--- config.mk ---
export PLATFORM = sky130hd
export DESIGN_NAME = piso_stream
export DESIGN_NICKNAME = d
export VERILOG_FILES = /design/src/rtl/piso_pkg.sv /design/src/rtl/piso_stream.sv
export SDC_FILE = /design/constraint.sdc
export NUM_CORES = 1
export LEC_CHECK = 0
export CORE_MARGIN = 1
export CORE_UTILIZATION = 49
export DETAILED_ROUTE_END_ITERATION = 12
export HOLD_SLACK_MARGIN = 0.06
export MAX_ROUTING_LAYER = met4
export PLACE_DENSITY = 0.8
export SKIP_CTS_REPAIR_TIMING = 1
export SYNTH_ARGS = -nofsm -noshare
export SYNTH_HDL_FRONTEND = slang
export SYNTH_SLANG_ARGS = --single-unit
export TNS_END_PERCENT = 1
--- constraint.sdc ---
create_clock -name clk -period 3.7 [get_ports clk]
set_input_delay 0.74 -clock clk [delete_from_list [all_inputs] [get_ports clk]]
set_output_delay 0.74 -clock clk [all_outputs]
set_load 0.05 [all_outputs]
--- src/rtl/piso_pkg.sv ---
// Shared types and helpers for the parallel-in/serial-out stream converter.
package piso_pkg;

  typedef enum logic {
    IDLE  = 1'b0,
    SHIFT = 1'b1
  } state_t;

  function automatic int cnt_w(input int width);
    return $clog2(width);
  endfunction

endpackage

--- src/rtl/piso_stream.sv ---
// Parallel-in/serial-out converter with valid/ready handshakes on both sides,
// selectable bit order, serial stall, last-bit marker and bubble-free reloads.
module piso_stream
  import piso_pkg::*;
#(
  parameter int WIDTH     = 8,
  parameter bit MSB_FIRST = 1'b1
) (
  input  logic             clk,
  input  logic             rst,
  input  logic [WIDTH-1:0] din,
  input  logic             load_valid,
  output logic             load_ready,
  output logic             sout,
  output logic             sout_valid,
  input  logic             sout_ready,
  output logic             sout_last,
  output logic             busy
);

  localparam int              CNT_W    = cnt_w(WIDTH);
  localparam logic [CNT_W-1:0] LAST_CNT = CNT_W'(WIDTH - 1);

  state_t           r_state;
  logic [WIDTH-1:0] r_shreg;
  logic [CNT_W-1:0] r_cnt;

  logic             w_busy;
  logic             w_out_bit;
  logic             w_load;
  logic [WIDTH-1:0] w_shifted;

  assign w_busy    = (r_state == SHIFT);
  assign w_out_bit = MSB_FIRST ? r_shreg[WIDTH-1] : r_shreg[0];
  assign w_shifted = MSB_FIRST ? {r_shreg[WIDTH-2:0], 1'b0}
                               : {1'b0, r_shreg[WIDTH-1:1]};

  assign busy       = w_busy;
  assign sout_valid = w_busy;
  assign sout       = w_busy & w_out_bit;
  assign sout_last  = w_busy && (r_cnt == LAST_CNT);

  // Reload is allowed on the edge that consumes the final bit, so streams
  // of words run back to back without an idle cycle in between.
  assign load_ready = !rst && (!w_busy || (sout_last && sout_ready));
  assign w_load     = load_valid && load_ready;

  // NOTE: state registers use non-blocking assignments so every register
  // samples the pre-edge values, independent of statement order.
  always_ff @(posedge clk) begin
    if (rst) begin
      r_state <= IDLE;
      r_shreg <= '0;
      r_cnt   <= '0;
    end else if (w_load) begin
      r_state <= SHIFT;
      r_shreg <= din;
      r_cnt   <= '0;
    end else if (w_busy && sout_ready) begin
      if (sout_last) begin
        r_state <= IDLE;
        r_cnt   <= '0;
      end else begin
        r_shreg <= w_shifted;
        r_cnt   <= r_cnt + CNT_W'(1);
      end
    end
  end

endmodule
==> metrics.md, run 1 <==
| Metric | Value |
|---|---|
| Status | finished clean |
| Wire length of the first global-routing pass | 2.435 mm |
| Via count | 532 |
| Max Freq | 329.0 MHz |
| Fill cell count | 102 |
| Drt initial violations | 16 |
| Clock skew | 2.189 ps |
| Dpl hpwl | 1.013 mm |
| MaxCap Viol Count | 0 |
| Worst setup path startpoint | sout_ready |
| GR Util All Layers | 0.2506 |
| Maximum buffer depth of the clock tree | 2 |
| Antenna violations before repair | 0 |
| Number of synthesized register bits | 12 |
| Top area cells in the synthesized netlist | dfxtp_1 (37%), a311oi_2 (16%), nand2_1 (8.6%) |
| CP max stage cell | clkdlybuf4s50_1 |
| Crit path time final | 3040 ps |
| Fin cells | 99 |
| Cell area after layout | 827.0 um^2 |
| Met2 Resource Use GR | 0.3667 |
| Post-synth net total | 84 |
| CTS Sinks | 12 |
| Number of routed nets with antenna violations | 0 |
| Hold Path Cell Cnt | 2 |
| HP Class | flip-flop to flip-flop |
| Met1 GRT Util | 0.3191 |
| Core ar. | 1171 um^2 |
| EDFF count, synth | 0 |
| GPL Wtd Cong | 0.7526 |
| Cells after DPL | 96 |
| # IOs | 17 |
| Final Cycle Share | 0.8215 |
| Sequential-to-total area share from yosys stat | 0.3671 |
| Top delay family on crit path | buffers and inverters |
| Post-Syn Area | 654.4 um^2 |
| Slew @ Worst Pin | 491.7 ps |
| Hold wc startpoint | r_shreg[6]$_SDFFE_PP0P_ |
| Worst-Skew Late Latency | 260 ps |
| Power Dens Cells | 342.2 nW/um^2 |
| Yosys Warn Count | 0 |
| R2r setup slk | 1890 ps |
| Endpoint class of the critical path | output pin |
| Kind of critical path | input port to output pin |
| Pleak | 0.3007 nW |
| Post-synth top cells | nand2_1 (15), dfxtp_1 (12), nor3_1 (10) |
| Register area | 240.2 um^2 |
| Hold EP | r_shreg[7]$_SDFFE_PP0P_ |
| Busiest grt layer | met2 |
| Most frequent cell after synthesis | nand2_1 |
| Diodes inserted | 0 |
| RSZ-0062 raised after global routing | no |
| Total congestion overflow | 0 |
| Hold Vio Cnt, Final | 0 |
| Area after DPL | 804.5 um^2 |
| Finished Core Util | 0.7062 |
| Total Power | 283.1 uW |
| CTS Root Cell | clkbuf_4 |
| # DRC | 0 |
| Layout cells sized above 1 | 0.1765 |
| Main synth FF type | dfxtp_1 |
| Synth unique cells | 22 |
| Total Nets Final | 101 |
| Die span in x | 38.55 um |
| Reg2reg end | r_shreg[1]$_SDFFE_PP0P_ |
| Largest stage delay, worst path | 810 ps |
| TritonRoute pass-1 iters | 4 |
| Vias in the first global route | 525 |
| Max VDD drop | 0.2216 mV |
| # setup viols final | 0 |
| Arrival time at the worst endpoint | 2300 ps |
| Rel. slew slack | 0.6712 |
| CTS tree | built |
| Pins Over Slew Limit | 0 |
| Die height | 38.55 um |
| Vias per cell | 5.374 |
| Area growth from synthesis to final layout | 26.39% |
| Synth Instances | 70 |
| Crit Path Max Fanout | 5 |
| CTS clk-pin slew, worst paths | 80 ps |
| Overall routed net length | 1.421 mm |
| Largest net degree at the start of global routing | 14 |
| Die area | 1486 um^2 |
| Most Frequent Cell on Critical Path | clkdlybuf4s50_1 |
| Multi-input gate area | 371.6 um^2 |
| Post-synth top area cell | dfxtp_1 |
| CP Launch Type | input port |
| Syn_area_per_cell | 9.348 um^2 |
| Worst-case reg-to-reg path depth | 6 |
| Final setup TNS | 0 ps |
| WP data required | 2960 ps |
| CP cell instances | clkdlybuf4s50_1, a21boi_2, nor2_1, clkdlybuf4s50_1 |
| Num CTS Buffers | 3 |
| Initial core utilization | 0.5588 |
| Area share of the largest cell type after synthesis | 0.3671 |
| GRT met3 Usage | 0.04651 |
| RR Startpoint | r_cnt[0]$_SDFFE_PP0P_ |
| FFs w/ async S/R, synth | 0 |
| Wirelength per Cell | 14.35 um |
| Rows | 12 |
| Buf+Inv Stages, Crit Path | 2 |
| CTS H-tree lvls | 1 |
| Port bufs | 16 |
-- layout make-up --
class / count / share of cell area
clock buffer: 3 / 0.02723
multi-input combinational: 52 / 0.4493
sequential: 12 / 0.2905
tap: 14 / 0.02118
timing repair buffer: 18 / 0.2118
-- power breakdown --
group / leakage [nW] / total (mW) / switching, mW / internal, mW
sequential: 0.0983 / 0.141 / 0.00473 / 0.136
combinational: 0.189 / 0.0612 / 0.0333 / 0.0279
clock: 0.0138 / 0.0808 / 0.0432 / 0.0376
-- worst reg2reg max path: stages (launching register included) --
cell	delay, ps
dfxtp_1	330
ha_1	200
ha_1	230
a21boi_2	170
buf_4	190
or2_1	370
a311oi_2	180
-- per-stage QoR --
| stage | hold WS (ps) | worst slack, ps |
|---|---|---|
| 4_1_cts | 512.5 | 652.5 |
| 5_1_grt | 540.1 | 608.8 |
| 3_3_place_gp | 490.2 | 665.1 |
| 2_1_floorplan | 471.1 | 1307 |
| 6_report | 509.6 | 660.3 |
| 3_5_place_dp | 502.8 | 659.1 |
-- kinds of logic (layout without fill, tap and decap cells) --
kind of cell	Yosys count	in the layout	share of synthesized area
AND/OR/NAND/NOR	37	37	0.2887
flip-flops	12	12	0.3671
AO/OA/AOI/OAI	11	11	0.2103
buffers and inverters	6	21	0.06499
adder cells (fa/ha/maj)	2	2	0.03823
multiplexers	2	2	0.03059
-- layer usage --
metal  vias up  part of all wire
li1        281                 -
met1       232              0.48
met2        17              0.47
met3         2             0.044
met4         0            0.0070
met5         -                 0
-- worst max path at each step --
| stage | endpoint | slack (ps) | cells past startpoint |
|---|---|---|---|
| final | load_ready | 660 | 4 |
| after global routing | load_ready | 610 | 4 |
| after CTS | load_ready | 650 | 4 |
| after detailed placement | load_ready | 660 | 4 |
| after global placement | load_ready | 670 | 4 |
| after floorplan | load_ready | 1310 | 2 |
-- cells in the final DEF (no fill, tap or decap), types with 2 or more instances in the layout --
| cell | synthesis | routed |
|---|---|---|
| clkdlybuf4s50_1 | 0 | 16 |
| nand2_1 | 15 | 15 |
| dfxtp_1 | 12 | 12 |
| nor3_1 | 10 | 10 |
| a311oi_2 | 7 | 7 |
| nor2_1 | 4 | 4 |
| clkbuf_4 | 0 | 3 |
| and2_1 | 2 | 2 |
| mux2i_1 | 2 | 2 |
| ha_1 | 2 | 2 |
| buf_4 | 3 | 2 |
-- sequential cells by signal (all words and copies together), names as in the netlist --
register	count
r_cnt	3
r_shreg	8
busy	1
No activity file was read; power rests on OpenSTA's default activity.
==> inputs of run 2 (changes only) <==
--- a/config.mk
+++ b/config.mk
@@ -6,11 +6,11 @@
 export NUM_CORES = 1
 export LEC_CHECK = 0
 export CORE_MARGIN = 1
-export CORE_UTILIZATION = 49
+export CORE_UTILIZATION = 46
 export DETAILED_ROUTE_END_ITERATION = 12
 export HOLD_SLACK_MARGIN = 0.06
 export MAX_ROUTING_LAYER = met4
-export PLACE_DENSITY = 0.8
+export PLACE_DENSITY = 0.76
 export SKIP_CTS_REPAIR_TIMING = 1
 export SYNTH_ARGS = -nofsm -noshare
 export SYNTH_HDL_FRONTEND = slang
==> constraint.sdc (replaced) <==
create_clock -name clk -period 2.8 [get_ports clk]
set_input_delay 0.56 -clock clk [delete_from_list [all_inputs] [get_ports clk]]
set_output_delay 0.56 -clock clk [all_outputs]
set_load 0.05 [all_outputs]
==> run 2 against run 1 <==
Flip-flop and latch count did not move. Design area rose by 1.4%. Count of clock-buffer cells in the layout did not move. Clock power rose by 27%. Wire length fell by 10%. Die area rose by 6.2%. Largest cell class unchanged.
==> metrics.md, run 2 (synthesized netlist as in run 1, its figures left out) <==
| Metric | Value |
|---|---|
| Die area | 1577 um^2 (+6.2%) |
| Clock skew | 4.227 ps (+2.038 ps) |
| Vias per cell | 5.670 (+5.5%) |
| Core ar. | 1318 um^2 (+13%) |
| Vias in the first global route | 454 (-14%) |
| Worst-Skew Late Latency | 270 ps (about the same) |
| CP cell instances | ha_1, ha_1, and2_1, clkdlybuf4s50_1 |
| Max VDD drop | 0.2861 mV (+29%) |
| Number of routed nets with antenna violations | 0 (unchanged) |
| Worst-case reg-to-reg path depth | 5 (-1) |
| Die span in x | 39.72 um (+3.0%) |
| Pins Over Slew Limit | 0 (unchanged) |
| Initial core utilization | 0.4967 (-0.06208) |
| WP data required | 2240 ps (-720 ps) |
| Rel. slew slack | 0.6713 (about the same) |
| CTS tree | built |
| Total Nets Final | 101 (unchanged) |
| Wirelength per Cell | 12.76 um (-11%) |
| Arrival time at the worst endpoint | 1920 ps (-380 ps) |
| CTS Sinks | 12 (unchanged) |
| Most frequent cells in the layout | nand2_1 (15), clkdlybuf4s50_1 (15), dfxtp_1 (12), nor3_1 (10), a311oi_2 (7) |
| Final setup TNS | 0 ps (unchanged) |
| Via count | 567 (+6.6%) |
| Most Frequent Cell on Critical Path | ha_1 |
| Buf+Inv Stages, Crit Path | 1 (-1) |
| Num CTS Buffers | 3 (unchanged) |
| CP Launch Type | flip-flop |
| Slew @ Worst Pin | 491.5 ps (-0.2129 ps) |
| CTS Root Cell | clkbuf_4 |
| Largest register FFs | 8 (unchanged) |
| Area growth from synthesis to final layout | 28.11% |
| Pleak | 0.3060 nW (+1.7%) |
| Die height | 39.72 um (+3.0%) |
| Antenna violations before repair | 0 (unchanged) |
| Hold Vio Cnt, Final | 0 (unchanged) |
| # IOs | 17 (unchanged) |
| CTS H-tree lvls | 1 (unchanged) |
| Reg2reg end | r_shreg[3]$_SDFFE_PP0P_ |
| Multi-input gate area | 371.6 um^2 (unchanged) |
| Power Dens Cells | 442.9 nW/um^2 (+29%) |
| Diodes inserted | 0 (unchanged) |
| GPL Wtd Cong | 0.6707 (-11%) |
| RR Startpoint | r_cnt[0]$_SDFFE_PP0P_ |
| CTS clk-pin slew, worst paths | 70 ps (about the same) |
| Fill cell count | 118 (+16%) |
| Total congestion overflow | 0 (unchanged) |
| Hold wc startpoint | r_shreg[5]$_SDFFE_PP0P_ |
| Hold EP | r_shreg[6]$_SDFFE_PP0P_ |
| Cells after DPL | 97 (+1.0%) |
| Final Cycle Share | 0.8847 |
| Max Freq | 403.7 MHz |
| GR Util All Layers | 0.1937 (-0.05687) |
| Register area | 240.2 um^2 (unchanged) |
| Min Hold Slack | 508.9 ps (-0.7190 ps) |
| Top reg by flops | r_shreg |
| Kind of critical path | flip-flop to output pin |
| Crit Path Max Fanout | 5 (unchanged) |
| RSZ-0062 raised after global routing | no |
| Total Power | 371.3 uW (+31%) |
| Largest net degree at the start of global routing | 12 (-2) |
| Status | finished clean |
| Crit path time final | 2477 ps |
| Port bufs | 16 (unchanged) |
| Drt initial violations | 8 (-8) |
| Endpoint class of the critical path | output pin |
| Top delay family on crit path | buffers and inverters |
| # setup viols final | 0 (unchanged) |
| # DRC | 0 (unchanged) |
| R2r setup slk | 1060 ps (-830 ps) |
| Wire length of the first global-routing pass | 1.980 mm (-19%) |
| MaxCap Viol Count | 0 (unchanged) |
| Dpl hpwl | 955.7 um (-5.7%) |
| Rows | 13 (+1) |
| CP max stage cell | clkdlybuf4s50_1 |
| Maximum buffer depth of the clock tree | 2 (unchanged) |
| Hold Path Cell Cnt | 2 (unchanged) |
| Overall routed net length | 1.276 mm (-10%) |
| Layout cells sized above 1 | 0.1882 (+0.01176) |
| Fin cells | 100 (+1.0%) |
| TritonRoute pass-1 iters | 4 (unchanged) |
| HP Class | flip-flop to flip-flop |
| Largest stage delay, worst path | 790 ps (-20 ps) |
## run 2: worst max path at each step
stage / from / end / cells past startpoint
floorplan: busy$_SDFFE_PP0P_ / load_ready / 3
global placement: sout_ready / load_ready / 4
finish: r_cnt[0]$_SDFFE_PP0P_ / sout_last / 4
CTS: r_cnt[0]$_SDFFE_PP0P_ / sout_last / 4
detailed placement: r_cnt[0]$_SDFFE_PP0P_ / sout_last / 4
global route: r_cnt[0]$_SDFFE_PP0P_ / sout_last / 4
## run 2: routing by layer
layer / GRT usage / share of wire / vias to the layer above
met5: - / 0 / -
met4: 0.07759 / 0.0094 / 0
met3: 0.03409 / 0.055 / 2
met2: 0.3361 / 0.49 / 18
met1: 0.2169 / 0.45 / 263
li1: - / - / 284
## run 2: worst reg2reg max path: stages, from the launching register on
cell and delay, ps:
dfxtp_1 330, ha_1 190, ha_1 230, a21boi_2 290, or2_1 390, a311oi_2 170
## run 2: where the power goes
part           internal, mW  leakage, nW  switching, mW
combinational        0.0389        0.194         0.0430
clock                0.0497       0.0138         0.0536
sequential            0.180       0.0983        0.00596
total                 0.269        0.306          0.103
## run 2: per-stage QoR
| step | instance area [um^2] | setup slack [ps] | util |
|---|---|---|---|
| final | 838.3 | 323.0 | 0.6363 |
| after global routing | 838.3 | 232.0 | 0.6363 |
| after CTS | 838.3 | 319.1 | 0.6363 |
| after detailed placement | 815.8 | 609.1 | 0.6192 |
| after global placement | 815.8 | 608.5 | 0.6192 |
| after floorplan | 654.4 | 666.7 | - |
## run 2: final cells by class
class,instances,share of cell area
clock buffers,3,0.02687
repair buffers,18,0.2209
well taps,15,0.02239
multi-input cells,52,0.4433
flip-flops and latches,12,0.2866
